File: src/rtl/seg7_scan_decoder.sv
// Snoops a scanned, multiplexed active-low 7-segment bus and rebuilds whole hex frames for a
// valid/ready consumer. Optional macro SEG7_SCAN_DECODER_ERRCNT_EN adds a saturating err_count.
module seg7_scan_decoder #(
  parameter int unsigned DIGITS      = 8,
  parameter int unsigned SETTLE_CYC  = 4,
  parameter int unsigned TIMEOUT_CYC = 65535
) (
  input  logic                  clk,
  input  logic                  rst,
  input  logic [DIGITS-1:0]     an_n,
  input  logic [7:0]            seg_n,
  output logic [4*DIGITS-1:0]   frame_hex,
  output logic [DIGITS-1:0]     frame_dp,
  output logic [DIGITS-1:0]     frame_blank,
  output logic [DIGITS-1:0]     frame_err,
  output logic                  frame_valid,
  input  logic                  frame_ready,
  output logic                  overrun,
  output logic                  stale
`ifdef SEG7_SCAN_DECODER_ERRCNT_EN
  ,
  output logic [15:0]           err_count
`endif
);

  localparam logic [8:0]  SETTLE_W  = 9'(SETTLE_CYC);
  localparam logic [16:0] TIMEOUT_W = 17'(TIMEOUT_CYC);

  logic [DIGITS-1:0]   an_s1_q, an_s2_q;
  logic [7:0]          seg_s1_q, seg_s2_q;
  logic [DIGITS+7:0]   bus_prev_q;
  logic [7:0]          settle_q, settle_d;
  logic                sampled_q, sampled_d;
  logic [15:0]         tmo_q, tmo_d;
  logic [DIGITS-1:0]   mask_q, mask_d;
  logic [4*DIGITS-1:0] hex_w_q, hex_w_d;
  logic [DIGITS-1:0]   dp_w_q, dp_w_d, blank_w_q, blank_w_d, err_w_q, err_w_d;
  logic [4*DIGITS-1:0] hex_q, hex_d;
  logic [DIGITS-1:0]   dp_q, dp_d, blank_q, blank_d, err_q, err_d;
  logic                valid_q, valid_d, overrun_q, overrun_d, stale_q, stale_d;

  logic                eligible, stable, sample, complete, accept, tmo_fire;
  logic [3:0]          dec_nib;
  logic                dec_blank, dec_err, dec_dp;

  assign eligible = $onehot(~an_s2_q);
  assign stable   = ({an_s2_q, seg_s2_q} == bus_prev_q);

  always_comb begin
    dec_nib   = 4'h0;
    dec_blank = 1'b0;
    dec_err   = 1'b0;
    case (seg_s2_q[6:0])
      7'h40: dec_nib = 4'h0;
      7'h79: dec_nib = 4'h1;
      7'h24: dec_nib = 4'h2;
      7'h30: dec_nib = 4'h3;
      7'h19: dec_nib = 4'h4;
      7'h12: dec_nib = 4'h5;
      7'h02: dec_nib = 4'h6;
      7'h78: dec_nib = 4'h7;
      7'h00: dec_nib = 4'h8;
      7'h10: dec_nib = 4'h9;
      7'h08: dec_nib = 4'hA;
      7'h03: dec_nib = 4'hB;
      7'h46: dec_nib = 4'hC;
      7'h21: dec_nib = 4'hD;
      7'h06: dec_nib = 4'hE;
      7'h0E: dec_nib = 4'hF;
      7'h7F: dec_blank = 1'b1;
      default: dec_err = 1'b1;
    endcase
  end

  assign dec_dp = ~seg_s2_q[7];

  // One sample per stable stretch: sampled_q blocks re-capture until the bus moves.
  always_comb begin
    settle_d  = '0;
    sampled_d = 1'b0;
    sample    = 1'b0;
    if (eligible && stable) begin
      sampled_d = sampled_q;
      if (!sampled_q) begin
        if ({1'b0, settle_q} + 9'd1 == SETTLE_W) begin
          sample    = 1'b1;
          sampled_d = 1'b1;
        end else begin
          settle_d = settle_q + 8'd1;
        end
      end
    end
  end

  // Handshake: frame_valid with frame_* held stable until a cycle where frame_valid &
  // frame_ready; the frame is consumed on that edge. A new frame may replace a pending one.
  always_comb begin
    complete  = &mask_q;
    accept    = valid_q & frame_ready;
    tmo_fire  = !sample && ({1'b0, tmo_q} + 17'd1 == TIMEOUT_W);

    hex_w_d   = hex_w_q;
    dp_w_d    = dp_w_q;
    blank_w_d = blank_w_q;
    err_w_d   = err_w_q;
    mask_d    = mask_q;
    tmo_d     = tmo_q + 16'd1;
    hex_d     = hex_q;
    dp_d      = dp_q;
    blank_d   = blank_q;
    err_d     = err_q;
    valid_d   = valid_q;
    overrun_d = overrun_q;
    stale_d   = stale_q;

    if (complete || tmo_fire) mask_d = '0;
    if (sample || tmo_fire)   tmo_d  = '0;

    if (sample) begin
      mask_d = mask_d | ~an_s2_q;
      for (int i = 0; i < int'(DIGITS); i++) begin
        if (!an_s2_q[i]) begin
          hex_w_d[4*i +: 4] = dec_nib;
          dp_w_d[i]         = dec_dp;
          blank_w_d[i]      = dec_blank;
          err_w_d[i]        = dec_err;
        end
      end
    end

    if (tmo_fire) stale_d = 1'b1;
    if (accept) begin
      valid_d   = 1'b0;
      overrun_d = 1'b0;
    end
    if (complete) begin
      hex_d   = hex_w_q;
      dp_d    = dp_w_q;
      blank_d = blank_w_q;
      err_d   = err_w_q;
      valid_d = 1'b1;
      stale_d = 1'b0;
      if (valid_q && !accept) overrun_d = 1'b1;
    end
  end

  always_ff @(posedge clk or posedge rst) begin
    if (rst) begin
      an_s1_q    <= '1;
      an_s2_q    <= '1;
      seg_s1_q   <= '1;
      seg_s2_q   <= '1;
      bus_prev_q <= '1;
      settle_q   <= '0;
      sampled_q  <= 1'b0;
      tmo_q      <= '0;
      mask_q     <= '0;
      hex_w_q    <= '0;
      dp_w_q     <= '0;
      blank_w_q  <= '0;
      err_w_q    <= '0;
      hex_q      <= '0;
      dp_q       <= '0;
      blank_q    <= '0;
      err_q      <= '0;
      valid_q    <= 1'b0;
      overrun_q  <= 1'b0;
      stale_q    <= 1'b0;
    end else begin
      an_s1_q    <= an_n;
      an_s2_q    <= an_s1_q;
      seg_s1_q   <= seg_n;
      seg_s2_q   <= seg_s1_q;
      bus_prev_q <= {an_s2_q, seg_s2_q};
      settle_q   <= settle_d;
      sampled_q  <= sampled_d;
      tmo_q      <= tmo_d;
      mask_q     <= mask_d;
      hex_w_q    <= hex_w_d;
      dp_w_q     <= dp_w_d;
      blank_w_q  <= blank_w_d;
      err_w_q    <= err_w_d;
      hex_q      <= hex_d;
      dp_q       <= dp_d;
      blank_q    <= blank_d;
      err_q      <= err_d;
      valid_q    <= valid_d;
      overrun_q  <= overrun_d;
      stale_q    <= stale_d;
    end
  end

  assign frame_hex   = hex_q;
  assign frame_dp    = dp_q;
  assign frame_blank = blank_q;
  assign frame_err   = err_q;
  assign frame_valid = valid_q;
  assign overrun     = overrun_q;
  assign stale       = stale_q;

`ifdef SEG7_SCAN_DECODER_ERRCNT_EN
  logic [15:0] errcnt_q, errcnt_d;

  always_comb begin
    errcnt_d = errcnt_q;
    if (sample && dec_err && errcnt_q != 16'hFFFF) errcnt_d = errcnt_q + 16'd1;
  end

  always_ff @(posedge clk or posedge rst) begin
    if (rst) errcnt_q <= '0;
    else     errcnt_q <= errcnt_d;
  end

  assign err_count = errcnt_q;
`endif

endmodule
File: config.mk
export PLATFORM = sky130hd
export DESIGN_NAME = seg7_scan_decoder
export DESIGN_NICKNAME = d
export VERILOG_FILES = /design/src/rtl/seg7_scan_decoder.sv
export SDC_FILE = /design/constraint.sdc
export NUM_CORES = 1
export LEC_CHECK = 0
export CAP_MARGIN = 5
export CORE_UTILIZATION = 30
export DETAILED_ROUTE_END_ITERATION = 10
export PLACE_DENSITY = 0.45
export SETUP_SLACK_MARGIN = 0.2
export SYNTH_ARGS = -nofsm -noshare
export SYNTH_HDL_FRONTEND = slang
export SYNTH_SLANG_ARGS = --single-unit
File: constraint.sdc
create_clock -name clk -period 6.7 [get_ports clk]
set_input_delay 0.67 -clock clk [delete_from_list [all_inputs] [get_ports clk]]
set_output_delay 0.67 -clock clk [all_outputs]
set_load 0.02 [all_outputs]
==> summary.txt <==
DRC viols = 8
antenna violations before repair = 0
Worst EP required = 7.01 ns
vias per cell = 4.66
Die Width = 166 um
antenna diode count = 0
die height = 166 um
crit end category = flop
total wire length = 17.4 mm
Seq/Total Area, Yosys = 0.615
Mapped Avg Cell Area = 11.7 um2
Detailed Route Iter0 Violations = 295
Syn Std Cell Area = 0.00808 mm2
post-CTS setup buffers = 0
ys async rst share = 1.00
Worst Hold Class = reg2reg
Hold Buf Count CTS = 0
RSZ-0062 raised after global routing = no
vias in the first global route = 5436
remaining antenna violation count = 0
Pwr Density = 245 mW/mm2
post-CTS sizing = 0
Yosys reg bits = 196
layout cells sized above 1 = 0.194
CTS H-tree depth = 4
GRT Total Usage = 0.135
setup_tns = 0 ns
Port Buffers = 77
CP most frequent cell = fa_1
die area = 0.0276 mm2
DR pass1 iterations = 8
Period minus WS final = 4.76 ns
worst-margin pin slew = 0.982 ns
Primary FF master, synth = dfrtp_1
largest net degree at the start of global routing = 125
Syn-to-layout area delta = 22.0%
Slew HR = 0.338
routed via count = 5185
Place WS = 1.90 ns
first-pass GRT wire length = 29.5 mm
Reg clk slew, reported paths = 0.08 ns
CTS tree = yes
Max-Cap Viols = 0
I/O pins = 78
Startpoint Class = flop
VDD IR-drop max = 0.153 mV
synth warn = 0
CTS Buf Count = 17
drt wl/cell = 15.7 um
Layout Skew = 0.0148 ns
Setup WS post-layout = 1.94 ns
critical path type = reg2reg
WHS Path Cells = 0
filler cell count in the final layout = 2537
Sinks on Clock Net = 196
Final period util = 0.711
core area = 0.0262 mm2
starting density of the core = 0.308
Int Power = 1.85 mW
Switching Fraction = 0.233
failing checks = design-rule violations
crit path max fanout = 13
crit path DAT = 5.08 ns
Worst-Skew Late Latency = 0.43 ns
Remaining Overflow, GRT = 0
Crit-path slowest cell = dfstp_2
combinational power share = 0.037
final hold viol count = 0
sequential power share = 0.510
setup violators final = 0
fmax = 0.210 GHz
Net Sw Power = 563 uW
CTS root buf = clkbuf_16
dpl hpwl = 11.8 mm
Reg2Reg Depth = 13
slowest stage delay, CP = 0.61 ns
Post-Syn Instances = 692
Final Util = 0.376
Mapped Nets = 721
Total Nets Final = 794
clock power share = 0.454
leakage power = 4.39 nW
std cell rows = 59
status = finished with violations
post-synth cell types = 57
CP cell instances = fa_1 -> inv_1 -> fa_1 -> fa_1 -> ha_1 -> inv_1 -> fa_1 -> nor2_1 -> a31o_2 -> nand4_1 -> buf_4 -> nor3_4 -> mux2_2
GPL Wtd Cong = 0.782
Clock Tree Buf Depth = 2
Final Max Slew Viols = 0
number of synthesized flops with an enable pin = 0
[Yosys cell counts, drive strengths merged, types with 3 or more instances]
cell type / count / share of area
nand2: 155 / 0.072
dfrtp: 148 / 0.46
dfstp: 48 / 0.16
mux2: 40 / 0.056
nor3: 37 / 0.034
inv: 31 / 0.014
o21ai: 27 / 0.017
xor2: 24 / 0.026
clkbuf: 18 / 0.0084
mux2i: 16 / 0.020
nor2: 16 / 0.0084
buf: 13 / 0.0087
nand4: 12 / 0.0093
xnor2: 12 / 0.013
nand3: 10 / 0.0062
a211o: 9 / 0.0098
nor4: 9 / 0.0096
ha: 6 / 0.0093
and3: 5 / 0.0039
a31o: 4 / 0.0043
a31oi: 4 / 0.0031
fa: 4 / 0.0099
a21oi: 3 / 0.0019
nor4b: 3 / 0.0033
o31ai: 3 / 0.0028
[logic make-up after synthesis]
group	Yosys count	share of synthesized area
compound gates	62	0.0502
xor+xnor	36	0.0390
fa+ha+maj	10	0.0192
buf+inv	62	0.0315
flops	196	0.615
mux	56	0.0756
simple gates	270	0.170
[critical path, delay by kind of cell (launching register included)]
kind	cells	cell delay [ns]
muxes	1	0.39
adders and majority gates	5	1.89
and+or+nand+nor	3	1.03
buffers and inverters	3	0.55
DFF	1	0.61
AOI/OAI and AO/OA	1	0.17
[cell type report]
class,instances,area (um2),share of cell area
sequential,196,4960,0.504
multi-input combinational,434,2870,0.292
timing repair buffer,85,831,0.0844
clock buffer,17,425,0.0432
tap,335,419,0.0426
clock inverter,15,211,0.0215
inverter,31,124,0.0126
[path summary, 6_finish.rpt]
| kind | slack (ns) | end | start |
|---|---|---|---|
| min in group asynchronous | 0.80 | settle_q[3] | rst |
| worst max-delay path | 1.94 | hex_w_q[15] | an_s2_q[3] |
| max in group asynchronous | 4.52 | mask_q[1] | rst |
| worst max register to register | 1.94 | hex_w_q[15] | an_s2_q[3] |
| worst min register to register | 0.36 | seg_s2_q[1] | seg_s1_q[1] |
| worst min-delay path | 0.36 | seg_s2_q[1] | seg_s1_q[1] |
[power by group through the flow]
stage | combinational, mW | clock, mW | sequential [mW]
3_5_place_dp | 0.0916 | 0 | 1.25
6_report | 0.0888 | 1.10 | 1.23
5_1_grt | 0.102 | 1.18 | 1.23
4_1_cts | 0.0922 | 1.13 | 1.23
2_1_floorplan | 0.0639 | 0 | 1.24
3_3_place_gp | 0.0898 | 0 | 1.25
[through the flow]
step	cells	hold slack [ns]	cell area, um2	total power [mW]
after CTS	1113	0.357	9850	2.45
after floorplan	692	0.345	8080	1.31
final	1113	0.356	9850	2.42
after global placement	1081	0.347	9210	1.34
after global routing	1113	0.360	9850	2.51
after detailed placement	1081	0.347	9210	1.35
[sequential cells by signal, summed over array words and instances (netlist names), named ones only]
register / count
dp_w_q: 8
sampled_q: 1
frame_err: 8
err_w_q: 8
an_s2_q: 8
blank_w_q: 8
hex_w_q: 32
frame_hex: 32
seg_s1_q: 8
frame_valid: 1
tmo_q: 16
frame_dp: 8
seg_s2_q: 8
an_s1_q: 8
settle_q: 8
stale: 1
mask_q: 8
bus_prev_q: 16
frame_blank: 8
[layer usage]
metal | up-vias | track usage | part of all wire
li1 | 2490 | - | -
met1 | 2578 | 0.180 | 0.47
met2 | 102 | 0.217 | 0.48
met3 | 15 | 0.0296 | 0.035
met4 | 0 | 0.0431 | 0.012
met5 | - | 0 | 0
[cells in the final DEF, fill, tap and decap left out, types with 3 or more instances in the layout]
master | synthesis | layout
o21ai_0 | 27 | 27
buf_4 | 1 | 8
mux2_2 | 40 | 40
clkdlybuf4s50_1 | 0 | 77
nor3_1 | 29 | 29
xor2_1 | 24 | 24
a21oi_1 | 3 | 3
nand4_1 | 12 | 12
xnor2_1 | 12 | 12
bufinv_16 | 0 | 3
nand3_1 | 10 | 10
nor3_4 | 8 | 8
a31oi_1 | 4 | 4
inv_6 | 0 | 4
dfrtp_1 | 148 | 148
fa_1 | 4 | 4
clkbuf_16 | 0 | 17
nand2_1 | 155 | 155
ha_1 | 6 | 6
inv_1 | 31 | 30
dfstp_2 | 48 | 48
nor4_1 | 7 | 7
a211o_1 | 9 | 9
mux2i_1 | 16 | 16
inv_8 | 0 | 6
a31o_2 | 4 | 4
o31ai_1 | 3 | 3
and3_1 | 5 | 5
nor2_1 | 15 | 14
Power figures use the tool's default switching activity.
